==> src/rtl/pkt_dispatch_pkg.sv <==
// Shared definitions for the packet dispatcher: mode codes, FSM states and
// the ctrl-word decode used for header/EOP detection.
package pkt_dispatch_pkg;

   localparam logic [1:0] MODE_BCAST = 2'd0;
   localparam logic [1:0] MODE_RR    = 2'd1;
   localparam logic [1:0] MODE_FIXED = 2'd2;

   localparam int unsigned CTRL_MAX_W = 64;

   typedef enum logic [1:0] {
      ST_IDLE,
      ST_HDR,
      ST_BODY
   } state_t;

   // Non-zero ctrl marks a module header (in HDR) or the EOP word (in BODY).
   function automatic logic ctrl_marked(input logic [CTRL_MAX_W-1:0] ctrl);
      return |ctrl;
   endfunction

endpackage

==> src/rtl/rr_pick.sv <==
// Combinational round-robin picker: grants the first requester found searching
// upward (modulo N) from ptr+1.
module rr_pick #(
   parameter int unsigned N = 2,
   parameter int unsigned W = 1
) (
   input  logic [N-1:0] req,
   input  logic [W-1:0] ptr,
   output logic [N-1:0] grant,
   output logic         valid
);

   always_comb begin
      int unsigned idx;
      grant = '0;
      valid = 1'b0;
      idx   = 0;
      for (int unsigned k = 1; k <= N; k++) begin
         idx = 32'(ptr) + k;
         if (idx >= N) idx = idx - N;
         if (!valid && req[idx[W-1:0]]) begin
            grant[idx[W-1:0]] = 1'b1;
            valid             = 1'b1;
         end
      end
   end

endmodule

==> src/rtl/pkt_dispatcher.sv <==
// N-channel packet dispatcher (broadcast / round-robin / fixed-select) with
// per-channel backpressure. Optional per-channel packet counters: PKT_DISPATCH_CNT_EN.
module pkt_dispatcher
   import pkt_dispatch_pkg::*;
#(
   parameter int unsigned DATA_WIDTH = 64,
   parameter int unsigned CTRL_WIDTH = DATA_WIDTH / 8,
   parameter int unsigned NUM_CH     = 2,
   parameter int unsigned CH_W       = $clog2(NUM_CH)
) (
   input  logic                           clk,
   input  logic                           reset,
   input  logic [DATA_WIDTH-1:0]          in_data,
   input  logic [CTRL_WIDTH-1:0]          in_ctrl,
   input  logic                           in_wr,
   output logic                           in_rdy,
   input  logic [1:0]                     mode,
   input  logic [CH_W-1:0]                fixed_sel,
   input  logic [NUM_CH-1:0]              ch_enable,
   input  logic [NUM_CH-1:0]              ch_almfull,
   input  logic [NUM_CH-1:0]              ch_stall,
   output logic [NUM_CH*DATA_WIDTH-1:0]   out_data,
   output logic [NUM_CH*CTRL_WIDTH-1:0]   out_ctrl,
   output logic [NUM_CH-1:0]              out_wr,
   output logic                           busy
`ifdef PKT_DISPATCH_CNT_EN
   ,
   output logic [NUM_CH*32-1:0]           ch_pkt_cnt
`endif
);

   state_t              state, state_nx;
   logic [NUM_CH-1:0]   tgt_mask;
   logic [NUM_CH-1:0]   ch_flow, ch_ready;
   logic [NUM_CH-1:0]   cand_mask, rr_grant, wr_mask;
   logic [CH_W-1:0]     rr_ptr, rr_idx;
   logic                rr_valid, cand_ok, marked, fwd, sop, rdy_c;

   assign ch_flow  = ~ch_almfull & ~ch_stall;
   assign ch_ready = ch_enable & ch_flow;
   assign marked   = ctrl_marked(CTRL_MAX_W'(in_ctrl));

   rr_pick #(.N(NUM_CH), .W(CH_W)) u_rr_pick (
      .req   (ch_ready),
      .ptr   (rr_ptr),
      .grant (rr_grant),
      .valid (rr_valid)
   );

   always_comb begin
      cand_mask = '0;
      cand_ok   = 1'b0;
      case (mode)
         MODE_RR: begin
            cand_mask = rr_grant;
            cand_ok   = rr_valid;
         end
         MODE_FIXED: begin
            if (32'(fixed_sel) < NUM_CH && ch_enable[fixed_sel]) begin
               cand_mask[fixed_sel] = 1'b1;
               cand_ok              = ch_ready[fixed_sel];
            end
         end
         default: begin
            cand_mask = ch_enable;
            cand_ok   = (ch_enable != '0) && (ch_ready == ch_enable);
         end
      endcase
   end

   always_comb begin
      rr_idx = '0;
      for (int unsigned i = 0; i < NUM_CH; i++)
         if (rr_grant[i]) rr_idx = CH_W'(i);
   end

   // Mid-packet only flow control over the latched mask matters; enable is
   // deliberately ignored so a channel disabled mid-packet still drains it.
   assign wr_mask = (state == ST_IDLE) ? cand_mask : tgt_mask;
   assign sop     = (state == ST_IDLE) && in_wr && (cand_mask != '0);
   assign fwd     = in_wr && ((state != ST_IDLE) || (cand_mask != '0));

   always_comb begin
      state_nx = state;
      rdy_c    = 1'b0;
      case (state)
         ST_IDLE: begin
            rdy_c = cand_ok;
            if (sop) state_nx = marked ? ST_HDR : ST_BODY;
         end
         ST_HDR: begin
            rdy_c = &(ch_flow | ~tgt_mask);
            if (in_wr && !marked) state_nx = ST_BODY;
         end
         ST_BODY: begin
            rdy_c = &(ch_flow | ~tgt_mask);
            if (in_wr && marked) state_nx = ST_IDLE;
         end
         default: state_nx = ST_IDLE;
      endcase
   end

   assign in_rdy = ~reset & rdy_c;
   assign busy   = (state != ST_IDLE);

   always_ff @(posedge clk or posedge reset) begin
      if (reset) begin
         state    <= ST_IDLE;
         tgt_mask <= '0;
         rr_ptr   <= CH_W'(NUM_CH - 1);
      end else begin
         state <= state_nx;
         if (sop) begin
            tgt_mask <= cand_mask;
            if (mode == MODE_RR) rr_ptr <= rr_idx;
         end
      end
   end

   always_ff @(posedge clk or posedge reset) begin
      if (reset) begin
         out_wr   <= '0;
         out_data <= '0;
         out_ctrl <= '0;
      end else begin
         out_wr <= fwd ? wr_mask : '0;
         for (int unsigned i = 0; i < NUM_CH; i++) begin
            if (fwd && wr_mask[i]) begin
               out_data[i*DATA_WIDTH +: DATA_WIDTH] <= in_data;
               out_ctrl[i*CTRL_WIDTH +: CTRL_WIDTH] <= in_ctrl;
            end
         end
      end
   end

`ifdef PKT_DISPATCH_CNT_EN
   logic eop;
   assign eop = (state == ST_BODY) && in_wr && marked;

   always_ff @(posedge clk or posedge reset) begin
      if (reset) begin
         ch_pkt_cnt <= '0;
      end else if (eop) begin
         for (int unsigned i = 0; i < NUM_CH; i++)
            if (tgt_mask[i]) ch_pkt_cnt[i*32 +: 32] <= ch_pkt_cnt[i*32 +: 32] + 32'd1;
      end
   end
`endif

endmodule

==> config.mk <==
export PLATFORM = sky130hd
export DESIGN_NAME = pkt_dispatcher
export DESIGN_NICKNAME = d
export VERILOG_FILES = /design/src/rtl/pkt_dispatch_pkg.sv /design/src/rtl/rr_pick.sv /design/src/rtl/pkt_dispatcher.sv
export SDC_FILE = /design/constraint.sdc
export NUM_CORES = 1
export LEC_CHECK = 0
export CORE_MARGIN = 1
export CORE_UTILIZATION = 48
export CTS_CLUSTER_SIZE = 8
export DETAILED_ROUTE_END_ITERATION = 16
export GPL_TIMING_DRIVEN = 0
export HOLD_SLACK_MARGIN = 0.02
export PLACE_DENSITY_LB_ADDON = 0.3
export SYNTH_ARGS = -nofsm -noshare
export SYNTH_HDL_FRONTEND = slang
export SYNTH_SLANG_ARGS = --single-unit
==> constraint.sdc <==
create_clock -name clk -period 9.7 [get_ports clk]
set_clock_uncertainty 0.15 [all_clocks]
set_input_delay 0.97 -clock clk [delete_from_list [all_inputs] [get_ports clk]]
set_output_delay 0.97 -clock clk [all_outputs]
set_load 0.05 [all_outputs]
==> flow_results.org, run 1 <==
** Clock network
- Setup Fix Bufs, Post-CTS :: 0
- The tree built by TritonCTS fans out to 151 sinks.
- Clock tree synthesis selected as its root buffer the cell clkbuf_16.
- At the later pin of the worst-skew pair, clock insertion delay measures 0.41 ns.
- Hold-fix buffer count after cts :: 0
- The H-tree was split into 4 levels.
- After clock tree synthesis, the clock-pin slew on the worst setup and hold paths is 0.06 ns.
- Post-cts repair resize count :: 0
- TritonCTS clock tree :: done
- The number of clock buffers added by TritonCTS is 17.
- In this run the deepest clock path goes through 2 buffers.

** Logic synthesis
- Number of different library cells in the post-synthesis netlist :: 34
- Averaged over all synthesized cells, the footprint is 16.5 µm².
- Post-Synthesis Net Count :: 469
- Yosys top cell area share :: 60.1%
- Cell area after synthesis :: 6240 µm²
- Top cell type by total area after synthesis :: dfrtp_1
- For this run, the register share of the synthesized area comes to 60.5%.
- Yosys printed 0 warnings.
- Number of standard cells after synthesis :: 379
- Largest cells by area after synthesis :: dfrtp_1 (60%), mux2_4 (17%), mux2_2 (13%)
- Number of storage elements in the synthesis netlist :: 151

** Die
- The die covers 13500 µm².
- Number of placement rows :: 41
- For this configuration, the core starts out at a cell density of 49.3%.
- Die Ht :: 116 µm
- # IOs :: 232
- In this run the standard cell core region covers 12700 µm².
- Overall die width :: 116 µm

** Route
- Post-DR wirelength/cell :: 19.3 µm
- The pre-antenna-repair detailed-routing pass consisted of 4 iterations.
- In this run the remaining antenna-violating nets after routing total 0.
- The first routing iteration left 219 violations.
- Post-detailed-routing wire length :: 15700 µm
- For this run, design rule violations remaining after detail routing come to 0.
- Vias post-DR :: 4230
- Per-cell via count in the routed design :: 5.20

** Finish
- Area growth from synthesis to layout :: 51.2%
- Of the cells placed in the final design, the portion with a size suffix greater than 1 is 29.5%.
- Net count, final :: 719
- The layout has 816 filler cells.
- Final core utilization :: 74.5%
- # diodes :: 0
- The finished cells cover 9440 µm².

** Global route
- Total gr overflow :: 0
- Global routing used 24.3% of the available tracks.
- Entering global routing, the biggest net connects 84 pins.
- Number of antenna violations at the first check in global routing :: 0
- The first global-routing pass estimated 24100 µm of wire.
- The via count of the first global-routing pass came to 4484.

** STA
- In the final timing run, aggregate negative setup slack is 0 ns.
- In the finished design, the share of the clock period the worst path needs comes to 46.7%.
- The total count of max-transition violations in the final report is 0.
- Final hold violation count :: 0
- Setup repair after global routing left no endpoint under its margin.
- At the pin with the least slew margin, the transition time is 0.692 ns.
- Setup violations remaining at the end of the flow were counted as 0.
- The routed design could run at a clock period as short as 4.53 ns.
- Static timing analysis puts the maximum clock frequency at 221 MHz.
- Headroom to the max-slew limit :: 53.7%

** Place
- Routability congestion estimate from global placement :: 0.882
- Placed inst area :: 8790 µm²
- Detailed placement ended at an HPWL of 11100 µm.
- Number of port buffers :: 230

** Setup path
- CP Max Fanout :: 7
- STA classifies the critical path endpoint as an output pin.
- Startpoint type of the worst setup path :: input port
- Data arrives at the worst endpoint at 3.41 ns.
- The critical path is of the in2out type.
- For flop-to-flop paths, the worst setup slack is 7.07 ns.
- STA puts the critical path data required time at 8.58 ns.

** Min path
- The min-delay analysis places its worst path in the category reg2reg.

** Flow run
- Max capacitance violation total :: 0

** Run status
- The flow ran to the end, and the final reports show no timing, DRC or antenna violations.
[synthesized netlist by cell type, drive strengths merged]
cell       n
clkbuf     2
nand2b     1
a32o       1
o21a       1
nand3      3
a21o       2
o22ai      1
a21oi      4
nor2b      1
a31oi      1
a2111oi    1
o21ai     12
dfrtp    150
ha         6
inv        9
mux2     144
nand2      4
a41oi      2
dfstp      1
nor4b      1
o21bai     1
o2111ai    2
a21boi     1
or2        1
mux2i      2
a41o       1
or4        2
o21ba      1
nor3b      2
nor2       4
buf       15
[kinds of logic after synthesis]
kind of cell	after synthesis	share of synthesized area, %
buffers and inverters	26	2.66
AOI/OAI and AO/OA	31	3.37
DFF	151	60.5
and+or+nand+nor	19	1.80
adders and majority gates	6	1.20
muxes	146	30.4
[layout make-up]
cell class	count	area, µm²	area share (%)
multi-input cells	202	2300	24.3
flip-flops and latches	151	3780	40.0
clock buffers	23	478	5.06
inverters	9	38.8	0.411
well taps	172	215	2.28
plain buffers	17	133	1.40
repair buffers	231	2330	24.7
clock inverters	8	169	1.79
[sequential cells by signal, summed over array words and instances (netlist names)]
register  count
out_ctrl     16
out_data    128
rr_ptr        1
out_wr        2
tgt_mask      2
state         2
[metrics by stage]
| stage | hold WS, ns | std cells | setup WS (ns) |
|---|---|---|---|
| 6_report | 0.334 | 813 | 5.17 |
| 5_1_grt | 0.363 | 813 | 5.11 |
| 4_1_cts | 0.338 | 813 | 5.23 |
| 3_5_place_dp | 0.325 | 782 | 5.24 |
| 3_3_place_gp | 0.318 | 781 | 2.66 |
| 2_1_floorplan | 0.310 | 379 | 4.52 |
[path summary, 6_finish.rpt]
kind	endpoint	depth (start not counted)	from
min in group asynchronous	out_data[103]	2	reset
max in group asynchronous	out_data[25]	3	reset
hold / removal	out_data[22]	1	out_data[22]
setup / recovery	in_rdy	6	ch_enable[1]
hold reg to reg	out_data[22]	1	out_data[22]
setup reg to reg	out_data[46]	6	state[0]
[per-layer routing]
| layer | wire length [µm] | global-route usage (%) | share of wire (%) | up-vias |
|---|---|---|---|---|
| li1 | - | - | - | 1860 |
| met1 | 5840 | 26.4 | 37 | 2151 |
| met2 | 8090 | 42.7 | 52 | 196 |
| met3 | 1480 | 9.36 | 9.4 | 23 |
| met4 | 255 | 9.23 | 1.6 | 0 |
| met5 | 0 | 0 | 0 | - |
[critical path: stages]
cell	delay (ns)
clkdlybuf4s50_1	0.54
nor3b_2	0.42
o21ai_0	0.29
o21ai_0	0.15
a41o_1	0.20
clkdlybuf4s50_1	0.83
[placed cells by master, fill, tap and decap left out, types with 6 or more instances in the layout]
cell type        instances
o21ai_0                 12
mux2_2                  70
dfrtp_1                150
mux2_4                  69
buf_2                    7
buf_6                    8
clkbuf_16               17
clkdlybuf4s50_1        230
ha_1                     6
inv_1                    8
Power of run 1 is not shown: default switching activity piles up to over one toggle a cycle in this logic, so the estimate is an artifact.
==> run 2: changes to the inputs <==
Settings changed: CORE_UTILIZATION 48 to 40.
Clock period 9.7 ns to 4.12 ns, I/O delays scaled along.
==> run 2 against run 1 <==
  * Hold slack worse by 0.12 ns
  * Cell count increased by 2.3%
  * Count of clock-buffer cells in the layout is 3 lower
==> flow_results.org, run 2 (same netlist as run 1, synthesis figures left out) <==
** Clock network
- The count of cells resized by post-cts repair came to 0 (unchanged).
- The number of buffers inserted by post-CTS setup repair is 0 (unchanged).
- Clock latency on the worst-skew pair :: 0.41 ns (about the same)
- The number of buffers added by the clock tree synthesis step came to 17 (unchanged).
- The number of buffers inserted by hold repair at cts is 0 (unchanged).
- Deepest level of the CTS H-tree :: 4 (unchanged)
- The clock transition time at the flip-flop clock pins of the worst setup and hold paths was 0.06 ns (about the same).
- TritonCTS clock tree :: done
- Maximum buffer depth of the clock tree :: 2 (unchanged)
- Clock sink count :: 151 (unchanged)
- The cell sitting at the root of the clock tree is a clkbuf_16.

** Place
- Placed cells :: 801 (+2.4%)
- Pre-CTS setup slack :: 0.848 ns (-4.39 ns)
- Routability congestion estimate from global placement :: 0.884 (+0.31%)
- The sum of net half-perimeters after detailed placement is 10800 µm (-2.3%).
- Number of port buffers :: 230 (unchanged)

** Finish
- Storage element area :: 3780 µm² (unchanged)
- The flip-flop count of the largest register, all copies and words added came to 128 (unchanged).
- Fraction of layout instances using a drive strength above 1 :: 30.3% (+0.79 points)
- The top cell types in the final layout, fill and taps aside, are clkdlybuf4s50_1 (230), dfrtp_1 (150), mux2_2 (70).
- Final core utilization :: 61.9% (-13 points)
- # diodes :: 0 (unchanged)
- Largest Register :: out_data
- Leaving out fill and tap cells, the most frequent cell in the layout is clkdlybuf4s50_1.
- Area taken by multi-input logic gates :: 2300 µm² (unchanged)
- Compared with the post-synthesis result, the final layout area differs by 50.7%.
- The post-layout instance count excluding filler cells was 832 (+2.3%).
- The number of inserted filler cells in the final layout was 1141 (+40%).
- The net count of the finished layout was 722 (+0.42%).
- Largest registers :: out_data: 128 flops, out_ctrl: 16 flops

** STA
- The actual transition at the worst max-transition pin was 0.764 ns (+0.0716 ns).
- Final count of negative-setup-slack endpoints :: 0 (unchanged)
- Derived from the worst setup path, the maximum achievable clock frequency is 301 MHz.
- The smallest clock period supported by the final layout is computed as 3.32 ns.
- The summed negative setup slack over all endpoints is 0 ns (unchanged).
- Worst setup slack after layout :: 0.798 ns (-4.37 ns)
- Headroom to the max-slew limit :: 48.9% (-4.8 points)
- The final hold violation count was 0 (unchanged).
- Unrepaired setup endpoints after global routing :: no
- Slew Viols, Final :: 0 (unchanged)
- Period utilization :: 80.6%

** Die
- Die Outline Area :: 16100 µm² (+20%)
- The die height was 127 µm (+9.4%).
- The I/O pin count was 232 (unchanged).
- Core region area :: 15200 µm² (+20%)
- The row count came to 45 (+9.8%).
- The initial core utilization was 41.1% (-8.2 points).
- Overall die width :: 127 µm (+9.4%)

** Global route
- The maximum number of pins on one net before global-route repair was 41 (-51%).
- Grt met2 use :: 32.2% (-11 points)
- The global routing stage identified its most utilized layer as met2.
- Number of antenna violations at the first check in global routing :: 0 (unchanged)
- All-Layer GR Usage :: 19.4% (-4.8 points)
- The residual overflow from global routing came to 0 (unchanged).
- The via count of the first global-routing pass is 4365 (-2.7%).
- The global-route wire length before repair came to 23900 µm (-1.0%).
- Met3 global-route usage :: 7.00% (-2.4 points)
- The met1 routing resource usage after global routing was 24.0% (-2.4 points).

** Setup path
- The critical path in this run is classified as reg2out.
- Startpoint type of the worst setup path :: flop
- Capturing element type of the critical path :: output pin
- The worst register-to-register path begins at state[0].
- CP Max Fanout :: 10 (+3)
- In this run the worst setup path begins at state[0].
- The data arrival time at the worst-slack endpoint is 2.76 ns (-0.65 ns).
- The endpoint required time on the critical path came to 3.56 ns (-5.02 ns).

** Route
- Post-detailed-routing wire length :: 14900 µm (-4.6%)
- The number of antenna-violating nets in the routed design is 0 (unchanged).
- Vias post-DR :: 4105 (-3.0%)
- The detailed-route wire length per cell came to 18.0 µm (-6.7%).
- The count of unresolved DRC violations after routing came to 0 (unchanged).
- Initial DRC count :: 131 (-40%)
- Detailed-routing iteration count for the pre-antenna-repair pass :: 4 (unchanged)
- Per-cell via count in the routed design :: 4.93 (-5.2%)

** Min path
- The worst hold path belongs to the class in2async.

** Flow run
- The count of maximum capacitance violations was 0 (unchanged).

** Run status
- Outcome :: completed
-- run 2: final cells by class --
cell class                 count  share of cell area, %
buffer                        17                   1.41
timing repair buffer         234                   25.3
inverter                       9                  0.399
tap                          188                   2.50
multi-input combinational    202                   24.4
clock buffer                  20                   4.96
clock inverter                11                  0.798
sequential                   151                   40.2
-- run 2: worst paths after layout --
kind / to / slack (ns) / cells after the start
max: in_rdy / 0.80 / 7
min reg2reg: out_data[49] / 0.33 / 1
max in group asynchronous: out_data[59] / 2.80 / 4
min in group clk: rr_ptr / 0.29 / 2
min: state[1] / 0.22 / 2
max reg2reg: out_data[31] / 1.49 / 6
-- run 2: metrics by stage --
stage | area (µm²) | hold WS (ns)
floorplan | 6250 | 0.310
global placement | 8790 | 0.317
detailed placement | 8870 | 0.325
CTS | 9410 | 0.222
global route | 9410 | 0.228
finish | 9410 | 0.217
-- run 2: critical path, stage by stage, from the launching register on --
cell,delay (ns)
dfrtp_1,0.41
inv_1,0.10
ha_1,0.19
clkbuf_1,0.36
o2111ai_1,0.18
o21ai_0,0.20
a41o_1,0.12
clkdlybuf4s50_1,0.80
-- run 2: per-layer routing --
metal / routed length [µm] / vias up
li1: - / 1864
met1: 6410 / 2070
met2: 7380 / 160
met3: 1030 / 11
met4: 133 / 0
met5: 0 / -
Power of run 2 is left out for the same reason.
